`src/rtl/seq_sdiv_if.sv`:
```
// Operand/result handshake bundle for the iterative signed divider.
// master drives operands and accepts results; slave is the divider.
interface seq_sdiv_if #(
   parameter int WIDTH = 8
);
   logic             in_valid;
   logic             in_ready;
   logic [WIDTH-1:0] dividend;
   logic [WIDTH-1:0] divisor;
   logic             mode;
   logic             out_valid;
   logic             out_ready;
   logic [WIDTH-1:0] quotient;
   logic [WIDTH-1:0] remainder;
   logic             dbz;
   logic             ovf;

   modport master (
      output in_valid, dividend, divisor, mode, out_ready,
      input  in_ready, out_valid, quotient, remainder, dbz, ovf
   );

   modport slave (
      input  in_valid, dividend, divisor, mode, out_ready,
      output in_ready, out_valid, quotient, remainder, dbz, ovf
   );
endinterface

```
`src/rtl/seq_sdiv.sv`:
```
// Iterative signed divider: restoring unsigned division on operand
// magnitudes, one quotient bit per clock, then a single sign/rounding
// fix-up cycle. Divide-by-zero and most-negative/-1 are resolved in the
// fix-up cycle so latency is the same for every operand pair.
//
// state | meaning
// IDLE  | in_ready high, waiting for an operand pair
// CALC  | WIDTH restoring-division steps on the magnitudes
// FIX   | apply signs, floor correction and special cases; load outputs
// DONE  | result held until the consumer takes it
module seq_sdiv #(
   parameter int WIDTH = 8
) (
   input  logic        clk,
   input  logic        rst,
   seq_sdiv_if.slave   bus
);
   localparam int CW = (WIDTH > 1) ? $clog2(WIDTH) : 1;
   localparam logic [WIDTH-1:0] ONE     = WIDTH'(1);
   localparam logic [WIDTH-1:0] MIN_VAL = {1'b1, {(WIDTH-1){1'b0}}};
   localparam logic [WIDTH-1:0] MAX_VAL = ~MIN_VAL;

   typedef enum logic [1:0] {S_IDLE, S_CALC, S_FIX, S_DONE} state_t;

   state_t           state, state_nxt;
   logic             in_ready_c;
   logic             accept;
   logic [CW-1:0]    bit_cnt;

   logic [WIDTH-1:0] quo_sh;
   logic [WIDTH-1:0] rem_acc;
   logic [WIDTH-1:0] div_mag;
   logic [WIDTH-1:0] dvd_raw;
   logic [WIDTH-1:0] div_raw;
   logic             sign_a, sign_b, mode_r, dbz_f, ovf_f;

   logic [WIDTH-1:0] dvd_abs, div_abs;
   logic [WIDTH:0]   trial, diff;
   logic             q_neg;
   logic [WIDTH-1:0] q_fix, r_fix;

   logic             out_valid_r, dbz_r, ovf_r;
   logic [WIDTH-1:0] quotient_r, remainder_r;

   // Magnitudes as unsigned WIDTH bits, so |most-negative| = 2^(WIDTH-1) fits.
   assign dvd_abs = bus.dividend[WIDTH-1] ? (~bus.dividend + ONE) : bus.dividend;
   assign div_abs = bus.divisor[WIDTH-1]  ? (~bus.divisor + ONE)  : bus.divisor;

   // One restoring step: shift next dividend bit in, subtract if it fits.
   assign trial = {rem_acc, quo_sh[WIDTH-1]};
   assign diff  = trial - {1'b0, div_mag};

   assign accept = bus.in_valid && in_ready_c;

   // State register; reset wins over any handshake on the same edge.
   always_ff @(posedge clk) begin
      if (rst) begin
         state <= S_IDLE;
      end else begin
         state <= state_nxt;
      end
   end

   // Next-state and in_ready decode.
   always_comb begin
      state_nxt  = state;
      in_ready_c = (state == S_IDLE) && !rst;
      case (state)
         S_IDLE: if (bus.in_valid && in_ready_c) state_nxt = S_CALC;
         S_CALC: if (bit_cnt == '0) state_nxt = S_FIX;
         S_FIX:  state_nxt = S_DONE;
         S_DONE: if (out_valid_r && bus.out_ready) state_nxt = S_IDLE;
         default: state_nxt = S_IDLE;
      endcase
   end

   // Operand capture on accept and the shift/subtract datapath during CALC.
   always_ff @(posedge clk) begin
      if (accept) begin
         quo_sh  <= dvd_abs;
         rem_acc <= '0;
         div_mag <= div_abs;
         dvd_raw <= bus.dividend;
         div_raw <= bus.divisor;
         sign_a  <= bus.dividend[WIDTH-1];
         sign_b  <= bus.divisor[WIDTH-1];
         mode_r  <= bus.mode;
         dbz_f   <= (bus.divisor == '0);
         ovf_f   <= (bus.dividend == MIN_VAL) && (bus.divisor == '1);
         bit_cnt <= CW'(WIDTH - 1);
      end else if (state == S_CALC) begin
         if (!diff[WIDTH]) begin
            rem_acc <= diff[WIDTH-1:0];
            quo_sh  <= {quo_sh[WIDTH-2:0], 1'b1};
         end else begin
            rem_acc <= trial[WIDTH-1:0];
            quo_sh  <= {quo_sh[WIDTH-2:0], 1'b0};
         end
         bit_cnt <= bit_cnt - CW'(1);
      end
   end

   // Sign application, floor correction and special-case override.
   always_comb begin
      q_neg = sign_a ^ sign_b;
      q_fix = q_neg  ? (~quo_sh + ONE)  : quo_sh;
      r_fix = sign_a ? (~rem_acc + ONE) : rem_acc;
      if (mode_r && q_neg && (rem_acc != '0)) begin
         q_fix = q_fix - ONE;
         r_fix = r_fix + div_raw;
      end
      if (dbz_f) begin
         q_fix = dvd_raw[WIDTH-1] ? MIN_VAL : MAX_VAL;
         r_fix = dvd_raw;
      end else if (ovf_f) begin
         q_fix = MAX_VAL;
         r_fix = '0;
      end
   end

   // Result registers: loaded in FIX, held through DONE, cleared by reset.
   always_ff @(posedge clk) begin
      if (rst) begin
         out_valid_r <= 1'b0;
         quotient_r  <= '0;
         remainder_r <= '0;
         dbz_r       <= 1'b0;
         ovf_r       <= 1'b0;
      end else if (state == S_FIX) begin
         out_valid_r <= 1'b1;
         quotient_r  <= q_fix;
         remainder_r <= r_fix;
         dbz_r       <= dbz_f;
         ovf_r       <= ovf_f && !dbz_f;
      end else if (out_valid_r && bus.out_ready) begin
         out_valid_r <= 1'b0;
      end
   end

   assign bus.in_ready  = in_ready_c;
   assign bus.out_valid = out_valid_r;
   assign bus.quotient  = quotient_r;
   assign bus.remainder = remainder_r;
   assign bus.dbz       = dbz_r;
   assign bus.ovf       = ovf_r;
endmodule

```
`src/flat_wrapper.sv`:
```
// flat-port wrapper written by rule: the top's interface ports become plain ports
module seq_sdiv_flat 
#(
   parameter int WIDTH = 8
)
  (clk, rst, bus_in_valid, bus_dividend, bus_divisor, bus_mode, bus_out_ready, bus_in_ready, bus_out_valid, bus_quotient, bus_remainder, bus_dbz, bus_ovf);
  seq_sdiv_if #(.WIDTH(WIDTH)) bus_i ();
  input  logic clk;
  input  logic rst;
  input wire logic [$bits(bus_i.in_valid)-1:0] bus_in_valid;
  input wire logic [$bits(bus_i.dividend)-1:0] bus_dividend;
  input wire logic [$bits(bus_i.divisor)-1:0] bus_divisor;
  input wire logic [$bits(bus_i.mode)-1:0] bus_mode;
  input wire logic [$bits(bus_i.out_ready)-1:0] bus_out_ready;
  output wire logic [$bits(bus_i.in_ready)-1:0] bus_in_ready;
  output wire logic [$bits(bus_i.out_valid)-1:0] bus_out_valid;
  output wire logic [$bits(bus_i.quotient)-1:0] bus_quotient;
  output wire logic [$bits(bus_i.remainder)-1:0] bus_remainder;
  output wire logic [$bits(bus_i.dbz)-1:0] bus_dbz;
  output wire logic [$bits(bus_i.ovf)-1:0] bus_ovf;
  assign bus_i.in_valid = bus_in_valid;
  assign bus_i.dividend = bus_dividend;
  assign bus_i.divisor = bus_divisor;
  assign bus_i.mode = bus_mode;
  assign bus_i.out_ready = bus_out_ready;
  assign bus_in_ready = bus_i.in_ready;
  assign bus_out_valid = bus_i.out_valid;
  assign bus_quotient = bus_i.quotient;
  assign bus_remainder = bus_i.remainder;
  assign bus_dbz = bus_i.dbz;
  assign bus_ovf = bus_i.ovf;
  seq_sdiv #(.WIDTH(WIDTH)) u_core (.clk(clk), .rst(rst), .bus(bus_i));
endmodule
```
`config.mk`:
```
export PLATFORM = sky130hd
export DESIGN_NAME = seq_sdiv_flat
export DESIGN_NICKNAME = d
export VERILOG_FILES = /design/src/rtl/seq_sdiv_if.sv /design/src/rtl/seq_sdiv.sv /design/src/flat_wrapper.sv
export SDC_FILE = /design/constraint.sdc
export NUM_CORES = 1
export LEC_CHECK = 0
export CORE_MARGIN = 2
export CORE_UTILIZATION = 50
export DETAILED_ROUTE_END_ITERATION = 8
export GPL_ROUTABILITY_DRIVEN = 0
export HOLD_SLACK_MARGIN = 0.08
export PLACE_DENSITY = 0.67
export SLEW_MARGIN = 10
export SYNTH_ARGS = -nofsm -noshare
export SYNTH_HDL_FRONTEND = slang
export SYNTH_SLANG_ARGS = --single-unit
```
`constraint.sdc`:
```
create_clock -name clk -period 5.9 [get_ports clk]
set_clock_uncertainty 0.05 [all_clocks]
set_input_delay 1.475 -clock clk [delete_from_list [all_inputs] [get_ports clk]]
set_output_delay 1.475 -clock clk [all_outputs]
set_load 0.02 [all_outputs]
```
==> results of run 1 <==
==> cell type report <==
type / count / area share, %
flip-flops and latches: 66 / 35.21
well taps: 102 / 2.704
clock inverters: 3 / 0.8218
inverters: 35 / 2.784
repair buffers: 43 / 8.961
clock buffers: 13 / 3.155
multi-input cells: 316 / 46.37
==> per-stage QoR <==
| step | instances | hold slack, ns | setup slack [ns] | instance area (sq um) | utilization [%] |
|---|---|---|---|---|---|
| global placement | 562 | 0.3933 | 1.514 | 4532 | 58.04 |
| global route | 578 | 0.4258 | 1.399 | 4720 | 60.45 |
| CTS | 578 | 0.4071 | 1.491 | 4720 | 60.45 |
| finish | 578 | 0.4065 | 1.500 | 4720 | 60.45 |
| floorplan | 436 | 0.3942 | 2.565 | 4059 | - |
| detailed placement | 562 | 0.3991 | 1.499 | 4532 | 58.04 |
==> worst max-delay path by stage <==
stage / startpoint / end / slack [ns] / cells after the start
after floorplan: rst / bus_in_ready / 2.56 / 1
after CTS: rst / bus_in_ready / 1.49 / 4
after global placement: rst / bus_in_ready / 1.51 / 4
final: rst / bus_in_ready / 1.50 / 4
after global routing: rst / bus_in_ready / 1.40 / 4
after detailed placement: rst / bus_in_ready / 1.50 / 4
==> report_power, final <==
group	leakage, nW	internal, W	switching [W]
registers	0.581	0.000646	0.000148
logic	1.17	0.000606	0.000719
clock network	0.0951	0.000205	0.000165
total	1.84	0.00146	0.00103
==> cell usage in the layout (no fill, tap or decap), types with 3 or more instances in the layout <==
cell and instances:
nand2_1 47, clkdlybuf4s50_1 40, xnor2_1 36, inv_1 34, edfxtp_1 34, nor2_1 33
dfxtp_1 32, a21oi_1 29, ha_1 27, o21ai_0 18, mux2i_1 13, o21ai_1 10
clkbuf_8 10, o31ai_1 8, nand2b_1 8, xor2_1 7, a211oi_1 7, nand3_1 5
o211ai_1 5, nor2b_1 4, or3_1 4, nor3_1 4, o21bai_1 3, nor4_1 3
nand4_1 3, o41ai_1 3, a21o_1 3, clkbuf_1 3, buf_4 3
==> routing by layer <==
metal	wire [um]	GRT usage, %	share of wire [%]
met1	4134	29.14	46
met2	4335	35.71	48
met3	427	3.933	4.7
met4	98	6.884	1.1
met5	0	0	0
==> tightest hold or removal path, stage by stage (launching register included) <==
cell and delay, ns:
dfxtp_1 0.31, nand2_1 0.05, a21oi_1 0.05
==> state kept, by name, summed over array words and instances, names as in the netlist, 3 cells and up <==
register and count:
u_core.bus.remainder 8, u_core.dvd_raw 8, u_core.div_raw 6, u_core.quo_sh 8
u_core.rem_acc 8, u_core.bus.quotient 8, u_core.div_mag 8, u_core.bit_cnt 3
==> cells by family after synthesis <==
logic type	synth area share, %
buffers and inverters	5.302
AOI/OAI and AO/OA	16.68
DFF	40.94
and+or+nand+nor	14.52
adders and majority gates	9.309
xor gates and xnor gates	9.679
muxes	3.576
==> results.toml, run 1 <==
[worst_setup_path]
critPathMostFrequentCell = "clkdlybuf4s50_1"
cp_data_arrival_time_ns = 2.88
r2r-start = "u_core.div_mag[0]"
worst_path_max_delay_cell = "clkdlybuf4s50_1"
startpoint_type = "input pin"
cp.required_ns = 4.38
critPathCaptureType = "primary output"
crit_type = "in2out"
critPathTopFamily = "buffers and inverters"
r2r_slack_ns = 2.75
path_buf_inv = 3
reg2reg_to = "u_core.rem_acc[0]"
cp_max_fo = 23
ff2ff_path_depth = 9
cpPeakStageDelay_ns = 0.62
path_cells = "clkdlybuf4s50_1 -> buf_4 -> nor2b_1 -> clkdlybuf4s50_1"

[floorplan]
coreArea_sq_um = 7807
die_y_um = 94.10
row_count = 32
start_util_pct = 51.99
die_area_sq_um = 8855
io_pins = 41
die_w_um = 94.10

[clock_network]
h-tree-depth = 3
cts.repair.resized = 0
clockBufferDepth = 2
root_buffer = "clkbuf_8"
path_clk_slew_ns = 0.07
cts_hold_buf = 0
clock_latency_ns = 0.34
numCtsBuffers = 9
cts_tree = "yes"
postCtsSetupBuffers = 0
cts.sinks = 66

[detailed_routing]
viasPerCell = 5.462
drt_iter0_drc = 216
drcViolationCount = 0
totalWireLength_um = 8996
dr.pass1.iters = 4
wire_per_inst_um = 15.56
postRouteAntennaNets = 0
num_vias = 3157

[power]
cellPowerDensity_nw_per_um2 = 527.3
p_leak_nw = 1.842
ir_drop_mv = 0.3315
p_total_w = 0.002489

[cells_and_area]
drive_above_1_share_pct = 5.672
antenna_cells = 0
num-nets-final = 521
fillers = 673
multiInputGateArea_sq_um = 2188
area_growth_pct = 16.28
seqCellArea_sq_um = 1662

[synth]
yosysWarnings = 0
ys_async_sr_fraction_pct = 0
syn_area_per_cell_sq_um = 9.309
yosys_register_bits = 66
synthTopCellsByArea = "edfxtp_1 25%, dfxtp_1 16%, ha_1 8.3%"
syn_nets = 486
netlist_area_sq_um = 4059
synthTopCellsByCount = "47 x nand2_1, 36 x xnor2_1, 34 x edfxtp_1, 34 x inv_1, 33 x nor2_1"
synth_enable_flop_cells = 34
synthCells = 436
yosysMostFrequentCell = "nand2_1"
synth_area_leader_cell = "edfxtp_1"
synth_top_cell_area_share_pct = 25.15
synth_cell_types = 59
synthFlopType = "edfxtp_1"
synth_seq_area_share_pct = 40.94

[sta]
tightestPinTransition_ns = 1.221
setup_viol = 0
max_slew_margin_pct = 18.04
min_period_ns = 4.400
fin_setup_tns_ns = 0
rsz0062_at_grt = "false"
min_period_over_period_pct = 74.58
final_max_slew_viol_count = 0
timing.fmax_mhz = 227.3
hold_violations = 0

[global_route]
globalRouteTotalUtil_pct = 21.75
grt_pass1_vias = 2956
grt_max_degree = 33
grt_pass1_wl_um = 14670
antenna_found_initial = 0
grt_overflow = 0

[placed_design]
post-dp-hpwl_um = 6659
io_buffers = 40

[hold_path]
hp-class = "reg2reg"
worstHoldPathCells = 2
min_to = "u_core.bus.quotient[0]"
min_from = "u_core.bus.quotient[0]"

[outcome]
status = "completed"

[job]
maxCapViolations = 0
(Power assumes the default switching activity.)
==> run 2: changes to the inputs <==
- PLACE_DENSITY: 0.67 -> 0.7
- clock period: 5.9 -> 4 ns (I/O delays scaled with it)
==> run 2 against run 1 <==
Net effect: clock-buffer cell count down 3; register-to-register slack worse by 1.8 ns; non-clock buffer count up 1; clock power up 44%; global-route usage down 0.058 points; setup slack worse by 0.75 ns; worst hold slack better by 0.0065 ns; wire length up 0.54%; first-iteration DRC count down 39%; combinational power up 48%; critical path type unchanged.
==> results.toml, run 2 (synthesis results as in run 1) <==
[clock_network]
clockBufferDepth = 2
cts.repair.resized = 0
clock_latency_ns = 0.35
h-tree-depth = 3
cts_tree = "yes"
postCtsSetupBuffers = 0
cts.sinks = 66
numCtsBuffers = 9
root_buffer = "clkbuf_8"
path_clk_slew_ns = 0.08
cts_hold_buf = 0

[job]
maxCapViolations = 0

[worst_setup_path]
critPathTopFamily = "buffers and inverters"
critPathCaptureType = "primary output"
path_buf_inv = 2
cp.required_ns = 2.95
ff2ff_path_depth = 10
cp_max_fo = 2
r2r-start = "u_core.quo_sh[7]"
reg2reg_to = "u_core.rem_acc[0]"
startpoint_type = "input pin"
cpPeakStageDelay_ns = 0.62
path_cells = "clkdlybuf4s50_1 -> nor2b_1 -> clkdlybuf4s50_1"
r2r_slack_ns = 0.99
path_depth = 3
critPathMostFrequentCell = "clkdlybuf4s50_1"
crit_type = "in2out"
cp_data_arrival_time_ns = 2.20
worst_path_max_delay_cell = "clkdlybuf4s50_1"

[detailed_routing]
num_vias = 3132
drt_iter0_drc = 131
viasPerCell = 5.409
totalWireLength_um = 9045
drcViolationCount = 0
wire_per_inst_um = 15.62
postRouteAntennaNets = 0
dr.pass1.iters = 5

[sta]
setup_viol = 0
max_slew_margin_pct = 25.09
rsz0062_at_grt = "false"
timing.fmax_mhz = 307.6
hold_violations = 0
fin_setup_tns_ns = 0
tightestPinTransition_ns = 1.116
min_period_ns = 3.251
min_period_over_period_pct = 81.28
finalWorstSetupSlack_ns = 0.7490
final_max_slew_viol_count = 0

[floorplan]
die_w_um = 94.10
start_util_pct = 51.99
die_y_um = 94.10
io_pins = 41
die_area_sq_um = 8855
coreArea_sq_um = 7807
row_count = 32

[cells_and_area]
final_cell_mix = "47 x nand2_1, 40 x clkdlybuf4s50_1, 36 x xnor2_1, 34 x inv_1, 34 x edfxtp_1"
seqCellArea_sq_um = 1662
multiInputGateArea_sq_um = 2188
fillers = 671
drive_above_1_share_pct = 6.709
final_common_cell = "nand2_1"
num-nets-final = 522
area_growth_pct = 16.46
antenna_cells = 0

[hold_path]
worstHoldPathCells = 2
min_to = "u_core.bus.quotient[1]"
min_from = "u_core.bus.quotient[1]"
hp-class = "reg2reg"

[global_route]
grt_pass1_wl_um = 14780
grt_pass1_vias = 2997
grt_max_degree = 26
antenna_found_initial = 0
globalRouteTotalUtil_pct = 21.69
grt_overflow = 0

[power]
power.clock.fraction_pct = 14.6
p_leak_nw = 1.854
swShare_pct = 42.35
cellPowerDensity_nw_per_um2 = 773.8
pwr-share-seq_pct = 31.9
combPwrFrac_pct = 53.4
intPower_w = 0.002108
p_sw_w = 0.001549
ir_drop_mv = 0.5082

[placed_design]
place_ws_ns = 0.7479
post-dp-hpwl_um = 6763
io_buffers = 40

[outcome]
status = "completed"
[run 2: power groups by stage]
stage	clock [W]	combinational (W)	sequential, W
finish	0.000534	0.00195	0.00117
global route	0.000582	0.00219	0.00120
CTS	0.000543	0.00196	0.00116
detailed placement	0	0.00195	0.00118
global placement	0	0.00189	0.00117
floorplan	0	0.00147	0.00117
[run 2: cell type report]
cell class | instances | area share [%]
multi-input combinational | 316 | 46.29
sequential | 66 | 35.15
timing repair buffer | 44 | 9.105
clock buffer | 10 | 3.150
inverter | 35 | 2.779
tap | 102 | 2.700
clock inverter | 6 | 0.8205
[run 2: through the flow]
step	std cells	hold slack, ns	power [W]	instance area, sq um	utilization [%]
after floorplan	436	0.3942	0.002639	4059	-
after global placement	563	0.3925	0.003062	4539	58.14
after detailed placement	563	0.4000	0.003129	4539	58.14
after CTS	579	0.4112	0.003670	4727	60.54
after global routing	579	0.4409	0.003969	4727	60.54
final	579	0.4129	0.003658	4727	60.54
[run 2: layer usage]
metal / global-route usage (%) / share of wire [%] / vias up
li1: - / - / 1607
met1: 28.77 / 46 / 1454
met2: 36.49 / 49 / 59
met3: 4.334 / 4.3 / 12
met4: 5.072 / 1.0 / 0
met5: 0 / 0 / -
[run 2: how the worst max path moves through the flow]
stage | to | start
floorplan | u_core.bus.remainder[7] | u_core.rem_acc[0]
global placement | bus_in_ready | rst
detailed placement | bus_in_ready | rst
CTS | bus_in_ready | rst
global route | bus_in_ready | rst
finish | bus_in_ready | rst
[run 2: worst reg2reg max path, cell delays in order (launching register included)]
cell	delay, ns
edfxtp_1	0.37
inv_1	0.08
ha_1	0.21
fa_1	0.41
inv_1	0.07
a21o_2	0.12
a41o_2	0.22
o41ai_2	0.07
xnor2_1	0.87
mux2_4	0.36
a21oi_2	0.12
==> run 3: changes to the inputs <==
- PLACE_DENSITY: 0.7 -> 0.67
- clock period: 4 -> 3 ns (I/O delays scaled with it)
==> run 3 against run 2 <==
Net effect: sequential share of layout area down 0.42 points; die area unchanged; via count up 0.93%; core utilization up 0.79 points; critical path depth unchanged; highest routed layer unchanged.
==> results.toml, run 3 (synthesis results as in run 1) <==
[worst_setup_path]
cp_max_fo = 2
ff2ff_path_depth = 13
worst_path_max_delay_cell = "clkdlybuf4s50_1"
cp.required_ns = 2.20
r2r_slack_ns = 0.25
critPathCaptureType = "primary output"
path_depth = 3
critPathTopFamily = "buffers and inverters"
cp_data_arrival_time_ns = 1.95
critPathMostFrequentCell = "clkdlybuf4s50_1"
cpPeakStageDelay_ns = 0.62
startpoint_type = "input pin"
path_buf_inv = 2
path_cells = "clkdlybuf4s50_1 -> nor2b_1 -> clkdlybuf4s50_1"
crit_type = "in2out"
r2r-start = "u_core.rem_acc[1]"
reg2reg_to = "u_core.bus.remainder[7]"

[clock_network]
cts_hold_buf = 0
cts.sinks = 66
root_buffer = "clkbuf_8"
cts_tree = "yes"
numCtsBuffers = 9
path_clk_slew_ns = 0.06
clock_latency_ns = 0.34
clockBufferDepth = 2
h-tree-depth = 3

[power]
pwr-share-seq_pct = 31.5
p_sw_w = 0.002033
ir_drop_mv = 0.5947
combPwrFrac_pct = 54.8
power.clock.fraction_pct = 13.7
swShare_pct = 41.40
intPower_w = 0.002877
cellPowerDensity_nw_per_um2 = 1026
p_leak_nw = 1.877

[outcome]
status = "completed"

[floorplan]
start_util_pct = 51.99
die_y_um = 94.10
io_pins = 41
die_w_um = 94.10
die_area_sq_um = 8855
row_count = 32
coreArea_sq_um = 7807

[cells_and_area]
final_cell_mix = "47 x nand2_1, 40 x clkdlybuf4s50_1, 36 x xnor2_1, 34 x inv_1, 34 x edfxtp_1"
fillers = 688
antenna_cells = 0
final_common_cell = "nand2_1"
num-nets-final = 528
drive_above_1_share_pct = 7.867
utilization_pct = 61.33
area_growth_pct = 17.97

[sta]
final_max_slew_viol_count = 0
timing.fmax_mhz = 363.5
finalWorstSetupSlack_ns = 0.2490
rsz0062_at_grt = "false"
min_period_over_period_pct = 91.70
setup_viol = 0
fin_setup_tns_ns = 0
max_slew_margin_pct = 61.92
tightestPinTransition_ns = 0.5671
min_period_ns = 2.751
hold_violations = 0

[detailed_routing]
dr.pass1.iters = 4
drt_iter0_drc = 198
drcViolationCount = 0
viasPerCell = 5.403
num_vias = 3161
wire_per_inst_um = 15.32
postRouteAntennaNets = 0
totalWireLength_um = 8964

[global_route]
globalRouteTotalUtil_pct = 21.77
grt_pass1_vias = 3030
antenna_found_initial = 0
grt_overflow = 0
grt_max_degree = 32
grt_pass1_wl_um = 14870

[placed_design]
post-dp-hpwl_um = 6711
io_buffers = 40
place_ws_ns = 0.1278

[hold_path]
min_to = "u_core.bus.quotient[0]"
worstHoldPathCells = 2
hp-class = "reg2reg"
min_from = "u_core.bus.quotient[0]"

[job]
maxCapViolations = 0
run 3: worst max-delay path by stage:
stage | start | endpoint | slack [ns]
CTS | u_core.rem_acc[1] | u_core.bus.remainder[7] | 0.10
detailed placement | u_core.rem_acc[1] | u_core.bus.remainder[7] | 0.13
finish | rst | bus_in_ready | 0.25
global route | u_core.rem_acc[0] | u_core.bus.remainder[7] | 0.008
floorplan | u_core.rem_acc[0] | u_core.bus.remainder[7] | 0.39
global placement | u_core.rem_acc[1] | u_core.bus.remainder[7] | 0.21
run 3: power by group through the flow:
stage	registers (W)	clock network, W	logic, W
floorplan	0.00155	0	0.00197
global placement	0.00155	0	0.00261
detailed placement	0.00156	0	0.00266
CTS	0.00154	0.000687	0.00267
global route	0.00158	0.000731	0.00302
finish	0.00155	0.000671	0.00269
run 3: final cells by class:
type	instances	area [sq um]	area share, %
clock buffer	16	170.2	3.554
multi-input combinational	316	2208	46.12
sequential	66	1663	34.73
tap	102	127.6	2.665
timing repair buffer	50	488.0	10.19
inverter	35	131.4	2.744
run 3: through the flow:
step,hold WS [ns],total power (W),cells,cell area [sq um]
after global placement,0.3901,0.004155,569,4597
final,0.4076,0.004911,585,4788
after detailed placement,0.4014,0.004215,569,4597
after floorplan,0.3942,0.003519,436,4059
after CTS,0.4102,0.004900,585,4767
after global routing,0.4186,0.005330,585,4788
run 3: tightest hold or removal path, cell delays in order (launching register included):
cell,delay [ns]
dfxtp_1,0.31
nand2_1,0.05
a21oi_1,0.05
run 3: layer usage:
metal / global-route usage, % / wire [um] / share of wire (%) / up-vias
li1: - / - / - / 1624
met1: 29.68 / 4462 / 50 / 1481
met2: 34.76 / 4125 / 46 / 42
met3: 3.531 / 223 / 2.5 / 14
met4: 8.213 / 153 / 1.7 / 0
met5: 0 / 0 / 0 / -
run 3: what timing repair did:
action / 4_1_cts / 5_1_grt
setup endpoints to repair: 0 / 1
gates resized for setup: 0 / 5
setup buffers: 0 / 0
